[src/rtl/uart_pkg.sv]
// Shared types and helpers for the UART receive/transmit slice.
package uart_pkg;

  localparam int DEFAULT_CLKS_PER_BIT = 16;
  localparam int DEFAULT_DATA_BITS    = 8;
  localparam int MAX_DATA_BITS        = 8;

  typedef enum logic [2:0] {
    IDLE,
    START,
    DATA,
    PARITY,
    STOP
  } state_t;

  // Parity bit a transmitter would send for these data bits; unused upper bits must be zero.
  function automatic logic parity_of(input logic [MAX_DATA_BITS-1:0] data, input logic odd);
    return (^data) ^ odd;
  endfunction

endpackage

[src/rtl/uart_rx_core_sync2.sv]
// Two-flop synchroniser for a single asynchronous input, with a configurable reset value.
module sync2 #(
  parameter logic RESET_VAL = 1'b1
) (
  input  logic clk,
  input  logic rst_n,
  input  logic d,
  output logic q
);

  logic meta;

  always_ff @(posedge clk or negedge rst_n) begin
    if (!rst_n) begin
      meta <= RESET_VAL;
      q    <= RESET_VAL;
    end else begin
      meta <= d;
      q    <= meta;
    end
  end

endmodule

[src/rtl/uart_rx_core.sv]
// UART receiver: start/data/parity/stop sampling at mid-bit, one-entry valid/ready output.
module uart_rx_core
  import uart_pkg::*;
#(
  parameter int CLKS_PER_BIT = DEFAULT_CLKS_PER_BIT,
  parameter int DATA_BITS    = DEFAULT_DATA_BITS,
  parameter bit PARITY_EN    = 1'b0,
  parameter bit PARITY_ODD   = 1'b0
) (
  input  logic                 clk,
  input  logic                 rst_n,
  input  logic                 rx,
  output logic [DATA_BITS-1:0] m_data,
  output logic                 m_valid,
  input  logic                 m_ready,
  output logic                 frame_err,
  output logic                 parity_err,
  output logic                 overrun,
  input  logic                 clr_overrun,
  output logic                 busy
);

  localparam int DIV_W = $clog2(CLKS_PER_BIT);
  localparam int CNT_W = $clog2(DATA_BITS + 1);
  localparam logic [DIV_W-1:0] DIV_FULL = DIV_W'(CLKS_PER_BIT - 1);
  localparam logic [DIV_W-1:0] DIV_HALF = DIV_W'(CLKS_PER_BIT / 2 - 1);
  localparam logic [CNT_W-1:0] CNT_LAST = CNT_W'(DATA_BITS - 1);

  logic                 rxs;
  logic                 rxs_prev;
  state_t               state_q, state_d;
  logic [DIV_W-1:0]     div_q, div_d;
  logic [CNT_W-1:0]     cnt_q, cnt_d;
  logic [DATA_BITS-1:0] shift_q, shift_d;
  logic                 perr_q, perr_d;
  logic                 bit_tick;
  logic                 frame_done;
  logic                 stop_err;
  logic                 load;

  sync2 #(.RESET_VAL(1'b1)) u_rx_sync (
    .clk   (clk),
    .rst_n (rst_n),
    .d     (rx),
    .q     (rxs)
  );

  assign bit_tick = (div_q == '0);
  assign busy     = (state_q != IDLE);
  // A finished frame is taken if the holding register is free or being drained this cycle.
  assign load     = frame_done && (!m_valid || m_ready);

  always_comb begin
    // NOTE: every variable gets a default first, so no path through the case infers a latch.
    state_d    = state_q;
    div_d      = div_q;
    cnt_d      = cnt_q;
    shift_d    = shift_q;
    perr_d     = perr_q;
    frame_done = 1'b0;
    stop_err   = 1'b0;

    if (state_q != IDLE && !bit_tick) begin
      div_d = div_q - 1'b1;
    end

    unique case (state_q)
      IDLE: begin
        if (rxs_prev && !rxs) begin
          state_d = START;
          div_d   = DIV_HALF;
        end
      end
      START: begin
        if (bit_tick) begin
          if (rxs) begin
            state_d = IDLE;
          end else begin
            state_d = DATA;
            div_d   = DIV_FULL;
            cnt_d   = '0;
            perr_d  = 1'b0;
          end
        end
      end
      DATA: begin
        if (bit_tick) begin
          div_d   = DIV_FULL;
          shift_d = {rxs, shift_q[DATA_BITS-1:1]};
          cnt_d   = cnt_q + 1'b1;
          if (cnt_q == CNT_LAST) begin
            if (PARITY_EN) state_d = PARITY;
            else           state_d = STOP;
          end
        end
      end
      PARITY: begin
        if (bit_tick) begin
          div_d   = DIV_FULL;
          perr_d  = (rxs != parity_of(MAX_DATA_BITS'(shift_q), PARITY_ODD));
          state_d = STOP;
        end
      end
      STOP: begin
        if (bit_tick) begin
          frame_done = 1'b1;
          stop_err   = !rxs;
          state_d    = IDLE;
        end
      end
      default: state_d = IDLE;
    endcase
  end

  // NOTE: sequential state uses non-blocking assignments so all registers see pre-edge values.
  always_ff @(posedge clk or negedge rst_n) begin
    if (!rst_n) begin
      state_q  <= IDLE;
      div_q    <= '0;
      cnt_q    <= '0;
      shift_q  <= '0;
      perr_q   <= 1'b0;
      rxs_prev <= 1'b1;
    end else begin
      state_q  <= state_d;
      div_q    <= div_d;
      cnt_q    <= cnt_d;
      shift_q  <= shift_d;
      perr_q   <= perr_d;
      rxs_prev <= rxs;
    end
  end

  always_ff @(posedge clk or negedge rst_n) begin
    if (!rst_n) begin
      m_data     <= '0;
      m_valid    <= 1'b0;
      frame_err  <= 1'b0;
      parity_err <= 1'b0;
      overrun    <= 1'b0;
    end else begin
      if (load) begin
        m_data     <= shift_q;
        frame_err  <= stop_err;
        parity_err <= perr_q;
        m_valid    <= 1'b1;
      end else if (m_ready) begin
        m_valid <= 1'b0;
      end

      // Setting takes priority over a simultaneous clear.
      if (frame_done && !load) begin
        overrun <= 1'b1;
      end else if (clr_overrun) begin
        overrun <= 1'b0;
      end
    end
  end

endmodule

[config.mk]
export PLATFORM = sky130hd
export DESIGN_NAME = uart_rx_core
export DESIGN_NICKNAME = d
export VERILOG_FILES = /design/src/rtl/uart_pkg.sv /design/src/rtl/uart_rx_core_sync2.sv /design/src/rtl/uart_rx_core.sv
export SDC_FILE = /design/constraint.sdc
export NUM_CORES = 1
export LEC_CHECK = 0
export ABC_AREA = 1
export BUFFER_PORTS_ARGS = -buffer_cell sky130_fd_sc_hd__buf_2
export CAP_MARGIN = 20
export CORE_MARGIN = 2
export CORE_UTILIZATION = 50
export CTS_BUF_LIST = sky130_fd_sc_hd__clkbuf_8
export CTS_CLUSTER_DIAMETER = 40
export DETAILED_ROUTE_END_ITERATION = 10
export PLACE_DENSITY = 0.71
export SLEW_MARGIN = 15
export SYNTH_ARGS = -nofsm -noshare
export SYNTH_HDL_FRONTEND = slang
export SYNTH_SLANG_ARGS = --single-unit
[constraint.sdc]
create_clock -name clk -period 1.4 [get_ports clk]
set_input_delay 0.07 -clock clk [delete_from_list [all_inputs] [get_ports clk]]
set_output_delay 0.07 -clock clk [all_outputs]
set_load 0.005 [all_outputs]
==> results.json, run 1 <==
{
  "cellPowerDensity_nw_per_um2": 1559,
  "placement.cell_area_um2": 1998,
  "critical_path.max_stage_delay_ns": 0.39,
  "worst_slew_pin_slew_ns": 0.2857,
  "layout.nets": 270,
  "timing.max_slew.rel_slack_pct": 80.81,
  "h-tree-depth": 2,
  "hold_path_depth": 4,
  "r2r_end": "cnt_q[3]",
  "post-route-drc-count": 0,
  "final_layout_size_suffix_gt1_share_pct": 35.74,
  "cap_violations": 0,
  "die_height_um": 62.45,
  "worstSkewPairLatency_ns": 0.30,
  "yosysSeqAreaShare_pct": 51.50,
  "final.hold.worst_slack_ns": 0.05094,
  "gp_routability_congestion": 0.8038,
  "outcome": "complete, but fails checks",
  "grt_pass1_wl_mm": 6.058,
  "min-delay-path-class": "input port to register",
  "worst_r2r_startpoint": "div_q[3]",
  "dieArea_um2": 3899,
  "place.detailed.instances": 289,
  "finalInstanceArea_um2": 2316,
  "area_delta_synth_final_pct": 35.60,
  "post-route-util_pct": 69.95,
  "antenna_found_initial": 0,
  "power.ir.vdd_worst_v": 0.0007183,
  "dr.first_iter.drc_count": 135,
  "worst_path_max_delay_cell": "sky130_fd_sc_hd__dfrtp_1",
  "antenna_violating_nets_post_route": 0,
  "yosys-top-cells-area": "sky130_fd_sc_hd__dfrtp_1 (47%), sky130_fd_sc_hd__nand2_1 (14%), sky130_fd_sc_hd__o21ai_0 (7.9%)",
  "setup.worst_path.end_class": "register",
  "crit_chain": "nor2_2 -> nand2_8 -> buf_6 -> nor2_4 -> inv_2 -> nand2_4 -> nand4_4 -> nor2_1 -> nor2_1",
  "rsz_0062_raised_after_global_routing": "yes",
  "pre_cts_ws_ns": -0.06648,
  "regToRegSetupSlack_ns": -0.02,
  "yosys_register_bits": 35,
  "hold_viol": 0,
  "max_freq_mhz": 703.1,
  "arrival_ns": 1.61,
  "critical_path_class": "register to register",
  "failed_checks": "setup timing",
  "timing.final.crit_period_ns": 1.422,
  "drt-pass1-iter-count": 4,
  "stdcell_count": 309,
  "groute.usage.overall_pct": 19.84,
  "vias": 1497,
  "min_period_over_period_pct": 101.6,
  "synthesis.area_per_instance_um2": 8.133,
  "final-seq-area_um2": 880.8,
  "post_synth_instance_area_um2": 1708,
  "grt_remaining_overflow": 0,
  "total_leakage_power_nw": 1.227,
  "maxSlewViolCount": 0,
  "maximum_number_of_pins_on_one_net_before_global_route_repair": 36,
  "startpoint": "div_q[3]",
  "setup_slack_ns": -0.02223,
  "grt_pass1_vias": 1419,
  "design.portCount": 18,
  "tritoncts.num_buffers": 5,
  "wl_per_cell_um": 11.65,
  "layout.cells.most_common": "sky130_fd_sc_hd__nand2_1",
  "critical_path_required_ns": 1.59,
  "synth_cells": 210,
  "multi_input_area_um2": 789.5,
  "antenna_cells_inserted": 0,
  "final.setup.tns_ns": -0.02223,
  "total_of_fill_cells_in_the_finished_design": 277,
  "die_x_um": 62.45,
  "synthDistinctLibCells": 26,
  "cts.clk_slew.worst_paths_ns": 0.07,
  "setup_violation_total_in_the_final_timing_report": 1,
  "row_count": 21,
  "synth_top_cell_by_area": "sky130_fd_sc_hd__dfrtp_1",
  "initial_core_util_pct": 51.59,
  "tritoncts": "done",
  "coreArea_um2": 3311,
  "ys_warn_count": 0,
  "buffer_ports.inserted": 17,
  "cpMostUsedCell": "sky130_fd_sc_hd__nor2_1",
  "r2r.worst_path.cells": 9,
  "postSynthNetCount": 218,
  "worstSetupStartpointType": "register",
  "drt_wl_total_mm": 3.600,
  "cts_root_buffer": "sky130_fd_sc_hd__clkbuf_8",
  "synthDominantCellAreaShare_pct": 46.89,
  "tritoncts_num_sinks": 35,
  "mostFrequentLayoutCells": "sky130_fd_sc_hd__nand2_1 (54), sky130_fd_sc_hd__dfrtp_1 (31), sky130_fd_sc_hd__inv_1 (26)",
  "detailed_place_hpwl_mm": 2.311,
  "critical_path_sink": "cnt_q[3]",
  "clock-skew-final_ns": 0.005963,
  "drt-vias-per-instance": 4.845,
  "p_total_mw": 3.612,
  "timing.critical_path.fanout_max": 8,
  "clk_path_buf_depth": 2
}
-- cells in the mapped netlist --
master	n
sky130_fd_sc_hd__nand2_4	1
sky130_fd_sc_hd__nor2_1	14
sky130_fd_sc_hd__nand3_1	8
sky130_fd_sc_hd__ha_1	3
sky130_fd_sc_hd__a21oi_1	2
sky130_fd_sc_hd__clkbuf_1	1
sky130_fd_sc_hd__xor2_1	2
sky130_fd_sc_hd__xnor2_1	1
sky130_fd_sc_hd__nor3_1	1
sky130_fd_sc_hd__dfstp_2	3
sky130_fd_sc_hd__inv_2	3
sky130_fd_sc_hd__inv_1	31
sky130_fd_sc_hd__nand2_1	63
sky130_fd_sc_hd__o22ai_1	1
sky130_fd_sc_hd__o21ai_0	27
sky130_fd_sc_hd__nand4_2	1
sky130_fd_sc_hd__nor2_2	3
sky130_fd_sc_hd__buf_2	1
sky130_fd_sc_hd__o31ai_1	1
sky130_fd_sc_hd__nor2_4	1
sky130_fd_sc_hd__o211ai_1	3
sky130_fd_sc_hd__dfrtp_1	32
sky130_fd_sc_hd__buf_6	1
sky130_fd_sc_hd__nand2_2	4
sky130_fd_sc_hd__mux2_4	1
sky130_fd_sc_hd__a22oi_1	1
-- power by group --
group          switching [mW]  total, mW  internal, mW
Combinational           0.844       1.55         0.702
Clock                   0.363      0.809         0.447
Sequential              0.109       1.26          1.15
Total                    1.32       3.61          2.30
-- cell type report --
| cell class | instances | area share (%) |
|---|---|---|
| Clock buffer | 7 | 4.160 |
| Tap cell | 46 | 2.485 |
| Inverter | 34 | 5.511 |
| Timing Repair Buffer | 48 | 15.40 |
| Sequential cell | 35 | 38.03 |
| Clock inverter | 1 | 0.3241 |
| Multi-Input combinational cell | 138 | 34.09 |
-- worst max-delay path, delay by kind of cell, from the launching register on --
family / cells / cell delay (ns)
and+or+nand+nor: 7 / 0.73
buffers and inverters: 2 / 0.20
DFF: 1 / 0.39
-- how the worst min path moves through the flow --
stage / startpoint / end
floorplan: rst_n / cnt_q[0]
global placement: rst_n / m_data[5]
detailed placement: rst_n / m_data[4]
CTS: m_ready / m_valid
global route: m_ready / m_valid
finish: m_ready / m_valid
-- kinds of logic after synthesis --
family                     after synthesis  share of synthesized area (%)
DFF                                     35                          51.50
and+or+nand+nor                         96                          24.18
xor gates and xnor gates                 3                          1.539
AOI/OAI and AO/OA                       35                          11.06
buffers and inverters                   37                          8.644
muxes                                    1                         0.8789
adders and majority gates                3                          2.198
-- sequential cells by signal (all words and copies together), names as in the netlist, 3 cells and up --
signal and count:
state_q 3, cnt_q 4, m_data 8, div_q 4
shift_q 8
-- repair_timing --
action                                  CTS  global route
hold buffers                              3             0
hold endpoints to repair                 37             0
pin swaps                                 6            14
buffers inserted                          2             7
endpoints found under the setup margin   11            31
resized for setup                         4            37
gates cloned                              0             0
-- layer usage --
| metal | part of all wire [%] | up-vias | track usage [%] |
|---|---|---|---|
| li1 | - | 757 | - |
| met1 | 46 | 702 | 24.73 |
| met2 | 48 | 31 | 31.45 |
| met3 | 3.9 | 7 | 6.306 |
| met4 | 2.0 | 0 | 9.444 |
| met5 | 0 | - | 0 |
Note: power is estimated with default switching activity, not from simulation.
==> run 2, diff against run 1 <==
- MAX_ROUTING_LAYER: not set -> met4
==> run 2 against run 1 <==
Against the previous run:
- the flow still finishes with violations (setup timing)
- largest power group unchanged
- clock-buffer cell count unchanged
- utilization up 0.57 points
- die area unchanged
- highest routed layer unchanged
==> results.json, run 2 (synthesis results as in run 1) <==
{
  "outcome": "complete, but fails checks",
  "failed_checks": "setup timing",
  "hold_path_depth": 4,
  "cellPowerDensity_nw_per_um2": 1551,
  "coreArea_um2": 3311,
  "clock-skew-final_ns": 0.006026,
  "layout.nets": 272,
  "tritoncts": "done",
  "dr.first_iter.drc_count": 145,
  "worstSetupStartpointType": "register",
  "cts.clk_slew.worst_paths_ns": 0.07,
  "critical_path.max_stage_delay_ns": 0.39,
  "power.ir.vdd_worst_v": 0.0007283,
  "worst_slew_pin_slew_ns": 0.3011,
  "critical_path_class": "register to register",
  "hold_viol": 0,
  "timing.final.crit_period_ns": 1.433,
  "clk_path_buf_depth": 2,
  "tritoncts_num_sinks": 35,
  "antenna_violating_nets_post_route": 0,
  "crit_chain": "nor2_2 -> nand2_8 -> inv_1 -> nand3_2 -> nor2_1 -> nand3_1 -> nand2_1 -> inv_1",
  "post-route-drc-count": 0,
  "mostFrequentLayoutCells": "sky130_fd_sc_hd__nand2_1 (54), sky130_fd_sc_hd__dfrtp_1 (31), sky130_fd_sc_hd__inv_1 (25)",
  "layout.cells.most_common": "sky130_fd_sc_hd__nand2_1",
  "critical_path_buf_inv_count": 2,
  "worstSkewPairLatency_ns": 0.30,
  "dieArea_um2": 3899,
  "maximum_number_of_pins_on_one_net_before_global_route_repair": 36,
  "pre_cts_ws_ns": -0.06648,
  "grt_pass1_vias": 1420,
  "total_of_fill_cells_in_the_finished_design": 270,
  "drt-vias-per-instance": 4.887,
  "drt-pass1-iter-count": 4,
  "setup_slack_ns": -0.03330,
  "groute.usage.overall_pct": 20.42,
  "die_height_um": 62.45,
  "grt_pass1_wl_mm": 6.058,
  "vias": 1520,
  "drt_wl_total_mm": 3.805,
  "buffer_ports.inserted": 17,
  "total_leakage_power_nw": 1.241,
  "tritoncts.num_buffers": 5,
  "timing.hold.worst.start": "m_ready",
  "h-tree-depth": 2,
  "hold_path_end": "m_valid",
  "min-delay-path-class": "input port to register",
  "max_freq_mhz": 697.7,
  "path_delay_family": "simple AND/OR/NAND/NOR gates",
  "worst_r2r_startpoint": "div_q[3]",
  "initial_core_util_pct": 51.59,
  "min_period_over_period_pct": 102.4,
  "antenna_found_initial": 0,
  "setup.worst_path.end_class": "register",
  "rsz_0062_raised_after_global_routing": "yes",
  "maxSlewViolCount": 0,
  "row_count": 21,
  "regToRegSetupSlack_ns": -0.03,
  "area_delta_synth_final_pct": 36.70,
  "cap_violations": 0,
  "timing.critical_path.fanout_max": 8,
  "setup_violation_total_in_the_final_timing_report": 4,
  "final.setup.tns_ns": -0.07653,
  "r2r.worst_path.cells": 8,
  "design.portCount": 18,
  "final_layout_size_suffix_gt1_share_pct": 36.23,
  "wl_per_cell_um": 12.23,
  "cts_root_buffer": "sky130_fd_sc_hd__clkbuf_8",
  "critical_path_required_ns": 1.60,
  "antenna_cells_inserted": 0,
  "cpMostUsedCell": "sky130_fd_sc_hd__inv_1",
  "gp_routability_congestion": 0.8155,
  "arrival_ns": 1.63,
  "grt_remaining_overflow": 0,
  "die_x_um": 62.45,
  "timing.max_slew.rel_slack_pct": 79.77,
  "detailed_place_hpwl_mm": 2.311,
  "r2r_end": "perr_q",
  "largestRegisters": "m_data x8, shift_q x8",
  "worst_path_max_delay_cell": "sky130_fd_sc_hd__dfrtp_1"
}
run 2: repair_timing:
action,CTS,global route
hold buffers,3,0
buffers inserted,2,9
endpoints found under the hold margin,37,0
gates resized for setup,4,38
setup endpoints to repair,11,31
pin swaps,6,14
run 2: power breakdown:
part           switching [mW]  internal [mW]  total [mW]  leakage, nW
registers               0.111           1.15        1.26        0.466
logic                   0.849          0.702        1.55        0.724
clock network           0.365          0.447       0.812       0.0505
run 2: routing by layer:
layer	vias up	GRT usage (%)	routed length [µm]
li1	762	-	-
met1	711	24.73	1688
met3	6	6.306	169
met4	0	9.444	59
met2	41	31.45	1887
met5	-	-	0
run 2: stage by stage:
| step | hold WS, ns | area [µm²] | instances | power [mW] | utilization, % |
|---|---|---|---|---|---|
| final | 0.05156 | 2335 | 311 | 3.620 | 70.52 |
| after global routing | 0.08120 | 2335 | 311 | 3.862 | 70.52 |
| after CTS | 0.03435 | 2155 | 302 | 3.320 | 65.08 |
| after detailed placement | 0.04178 | 1998 | 289 | 2.445 | 60.36 |
| after global placement | 0.04321 | 1998 | 289 | 2.421 | 60.36 |
| after floorplan | -0.2256 | 1720 | 210 | 1.988 | - |
run 2: final cells by class:
cell class / count / area, µm² / area share (%)
Multi-Input combinational cell: 138 / 780.7 / 33.44
Timing Repair Buffer: 50 / 384.1 / 16.45
Clock inverter: 1 / 7.507 / 0.3215
Sequential cell: 35 / 880.8 / 37.73
Tap cell: 46 / 57.56 / 2.465
Clock buffer: 7 / 96.34 / 4.126
Inverter: 34 / 127.6 / 5.466
run 2: how the worst max path moves through the flow:
stage          slack, ns         end      from  depth (start not counted)
4_1_cts            -0.04    cnt_q[3]  div_q[1]                         11
6_report           -0.03      perr_q  div_q[3]                          8
3_5_place_dp       -0.07    cnt_q[3]  div_q[1]                         10
2_1_floorplan      0.007  parity_err  div_q[1]                          7
3_3_place_gp       -0.01    cnt_q[3]  div_q[1]                         10
5_1_grt             -0.1    cnt_q[3]  div_q[0]                         10
run 2: worst reg2reg max path, delay by kind of cell, from the launching register on:
kind,cells,cell delay (ns)
buffers and inverters,2,0.15
flip-flops,1,0.39
AND/OR/NAND/NOR,6,0.79
==> run 3, diff against run 2 <==
==> constraint.sdc (replaced) <==
create_clock -name clk -period 1.4 [get_ports clk]
set_input_delay 0.21 -clock clk [delete_from_list [all_inputs] [get_ports clk]]
set_output_delay 0.21 -clock clk [all_outputs]
set_load 0.005 [all_outputs]
==> run 3 against run 2 <==
Against the previous run:
- the flow still finishes with violations (setup timing)
- final area is 1.8% lower
- worst setup slack lost 0.032 ns
- global-route usage up 0.33 points
- die area stayed put
- clock-buffer cell count is the same
- critical endpoint unchanged
- utilization down 1.2 points
- flip-flop and latch count unchanged
- cell count shrank 1.3%
- hold slack better by 0.077 ns
- critical path type unchanged
==> results.json, run 3 (synthesis results as in run 1) <==
{
  "critical_path.max_stage_delay_ns": 0.39,
  "post-route-drc-count": 0,
  "min_period_over_period_pct": 104.7,
  "layout.cells.most_common": "sky130_fd_sc_hd__nand2_1",
  "crit_chain": "inv_2 -> ha_4 -> nand2_8 -> buf_4 -> o31ai_1 -> o21ai_0 -> nand2_1 -> inv_1",
  "hold_viol": 0,
  "tritoncts": "done",
  "setup.worst_path.end_class": "register",
  "maxSlewViolCount": 0,
  "grt_remaining_overflow": 0,
  "h-tree-depth": 2,
  "stdcell_count": 307,
  "failed_checks": "setup timing",
  "grt_pass1_vias": 1432,
  "pre_cts_ws_ns": -0.02515,
  "drt-pass1-iter-count": 5,
  "power.ir.vdd_worst_v": 0.0007503,
  "gp_routability_congestion": 0.8732,
  "die_x_um": 62.45,
  "dr.first_iter.drc_count": 46,
  "row_count": 21,
  "initial_core_util_pct": 51.59,
  "mostFrequentLayoutCells": "sky130_fd_sc_hd__nand2_1 (55), sky130_fd_sc_hd__dfrtp_1 (31), sky130_fd_sc_hd__inv_1 (25)",
  "max_freq_mhz": 682.3,
  "grt_util_met1_pct": 24.97,
  "detailed_place_hpwl_mm": 2.337,
  "worstSetupStartpointType": "register",
  "groute.usage.overall_pct": 20.75,
  "worst_path_max_delay_cell": "sky130_fd_sc_hd__dfrtp_1",
  "critical_path_required_ns": 1.59,
  "antenna_violating_nets_post_route": 0,
  "worst_slew_pin_slew_ns": 0.3526,
  "maximum_number_of_pins_on_one_net_before_global_route_repair": 22,
  "area_delta_synth_final_pct": 34.29,
  "cellPowerDensity_nw_per_um2": 1595,
  "wl_per_cell_um": 11.18,
  "grt_pass1_wl_mm": 6.113,
  "timing.critical_path.fanout_max": 7,
  "arrival_ns": 1.66,
  "globalRouteMet2Util_pct": 32.66,
  "rsz_0062_raised_after_global_routing": "yes",
  "clock_power_share_pct": 22.0,
  "drt-vias-per-instance": 4.743,
  "globalRouteMet3Util_pct": 6.486,
  "clk_path_buf_depth": 2,
  "dieArea_um2": 3899,
  "vias": 1456,
  "setup_slack_ns": -0.06563,
  "worstSkewPairLatency_ns": 0.29,
  "coreArea_um2": 3311,
  "die_height_um": 62.45,
  "timing.final.crit_period_ns": 1.466,
  "timing.max_slew.rel_slack_pct": 76.49,
  "tritoncts_num_sinks": 35,
  "power_report.internal_total_mw": 2.339,
  "total_leakage_power_nw": 1.200,
  "critical_path_class": "register to register",
  "outcome": "complete, but fails checks",
  "layout.nets": 268,
  "design.portCount": 18,
  "share_seq_of_total_power_pct": 34.3,
  "power_switching_share_pct": 36.05,
  "setup_violation_total_in_the_final_timing_report": 3,
  "buffer_ports.inserted": 17,
  "drt_wl_total_mm": 3.432,
  "cts.clk_slew.worst_paths_ns": 0.07,
  "cts_root_buffer": "sky130_fd_sc_hd__clkbuf_8",
  "largestRegisters": "m_data x8, shift_q x8",
  "netSwitchingPower_mw": 1.319,
  "antenna_found_initial": 0,
  "gr-max-usage-layer": "met2",
  "min-delay-path-class": "input port to register",
  "place.detailed.instances": 290,
  "final_layout_size_suffix_gt1_share_pct": 36.02,
  "cap_violations": 0,
  "final.setup.tns_ns": -0.1229,
  "tritoncts.num_buffers": 5,
  "combPwrFrac_pct": 43.7,
  "antenna_cells_inserted": 0,
  "clock-skew-final_ns": 0.004910
}
run 3: repair_timing:
item | CTS | global route
resized for setup | 4 | 40
hold buffers | 1 | 1
endpoints found under the hold margin | 11 | 1
buffers inserted | 4 | 3
pin swaps | 2 | 16
setup endpoints to repair | 15 | 28
run 3: power by group through the flow:
stage | sequential, mW | clock [mW] | combinational [mW]
2_1_floorplan | 1.26 | 0 | 0.730
3_3_place_gp | 1.26 | 0 | 1.18
3_5_place_dp | 1.26 | 0 | 1.20
4_1_cts | 1.24 | 0.822 | 1.34
5_1_grt | 1.27 | 0.878 | 1.77
6_report | 1.25 | 0.805 | 1.60
run 3: area by class of cell:
cell class / count / area (µm²)
fill: 260 / 1017
sequential: 35 / 880.8
multi-input combinational: 138 / 778.2
timing repair buffer: 46 / 345.3
inverter: 34 / 127.6
clock buffer: 7 / 96.34
tap: 46 / 57.56
clock inverter: 1 / 7.507
run 3: critical path: cells and delay by family, from the launching register on:
kind | cells | cell delay (ns)
fa+ha+maj | 1 | 0.16
compound gates | 2 | 0.38
flops | 1 | 0.39
buf+inv | 3 | 0.28
simple gates | 2 | 0.16
run 3: path summary, 6_finish.rpt:
check / start / to / slack (ns) / cells past startpoint
worst min-delay path: clr_overrun / overrun / 0.13 / 2
min in group asynchronous: rst_n / m_data[5] / 0.36 / 2
worst max-delay path: div_q[0] / perr_q / -0.07 / 8
max in group asynchronous: rst_n / state_q[2] / 0.61 / 3
worst min register to register: u_rx_sync.meta / u_rx_sync.q / 0.36 / 0
worst max register to register: div_q[0] / perr_q / -0.07 / 8
run 3: per-stage QoR:
stage	area (µm²)	util (%)	power, mW	hold slack [ns]
floorplan	1720	-	1.988	-0.08559
detailed placement	2006	60.58	2.460	0.1408
finish	2293	69.27	3.658	0.1282
global placement	2006	60.58	2.442	0.1393
CTS	2156	65.12	3.405	0.01071
global route	2293	69.27	3.920	0.1315
run 3: metal layers:
layer	wire (µm)	share of wire, %
met2	1525	44
met4	61	1.8
met3	176	5.1
met5	0	0
met1	1669	49
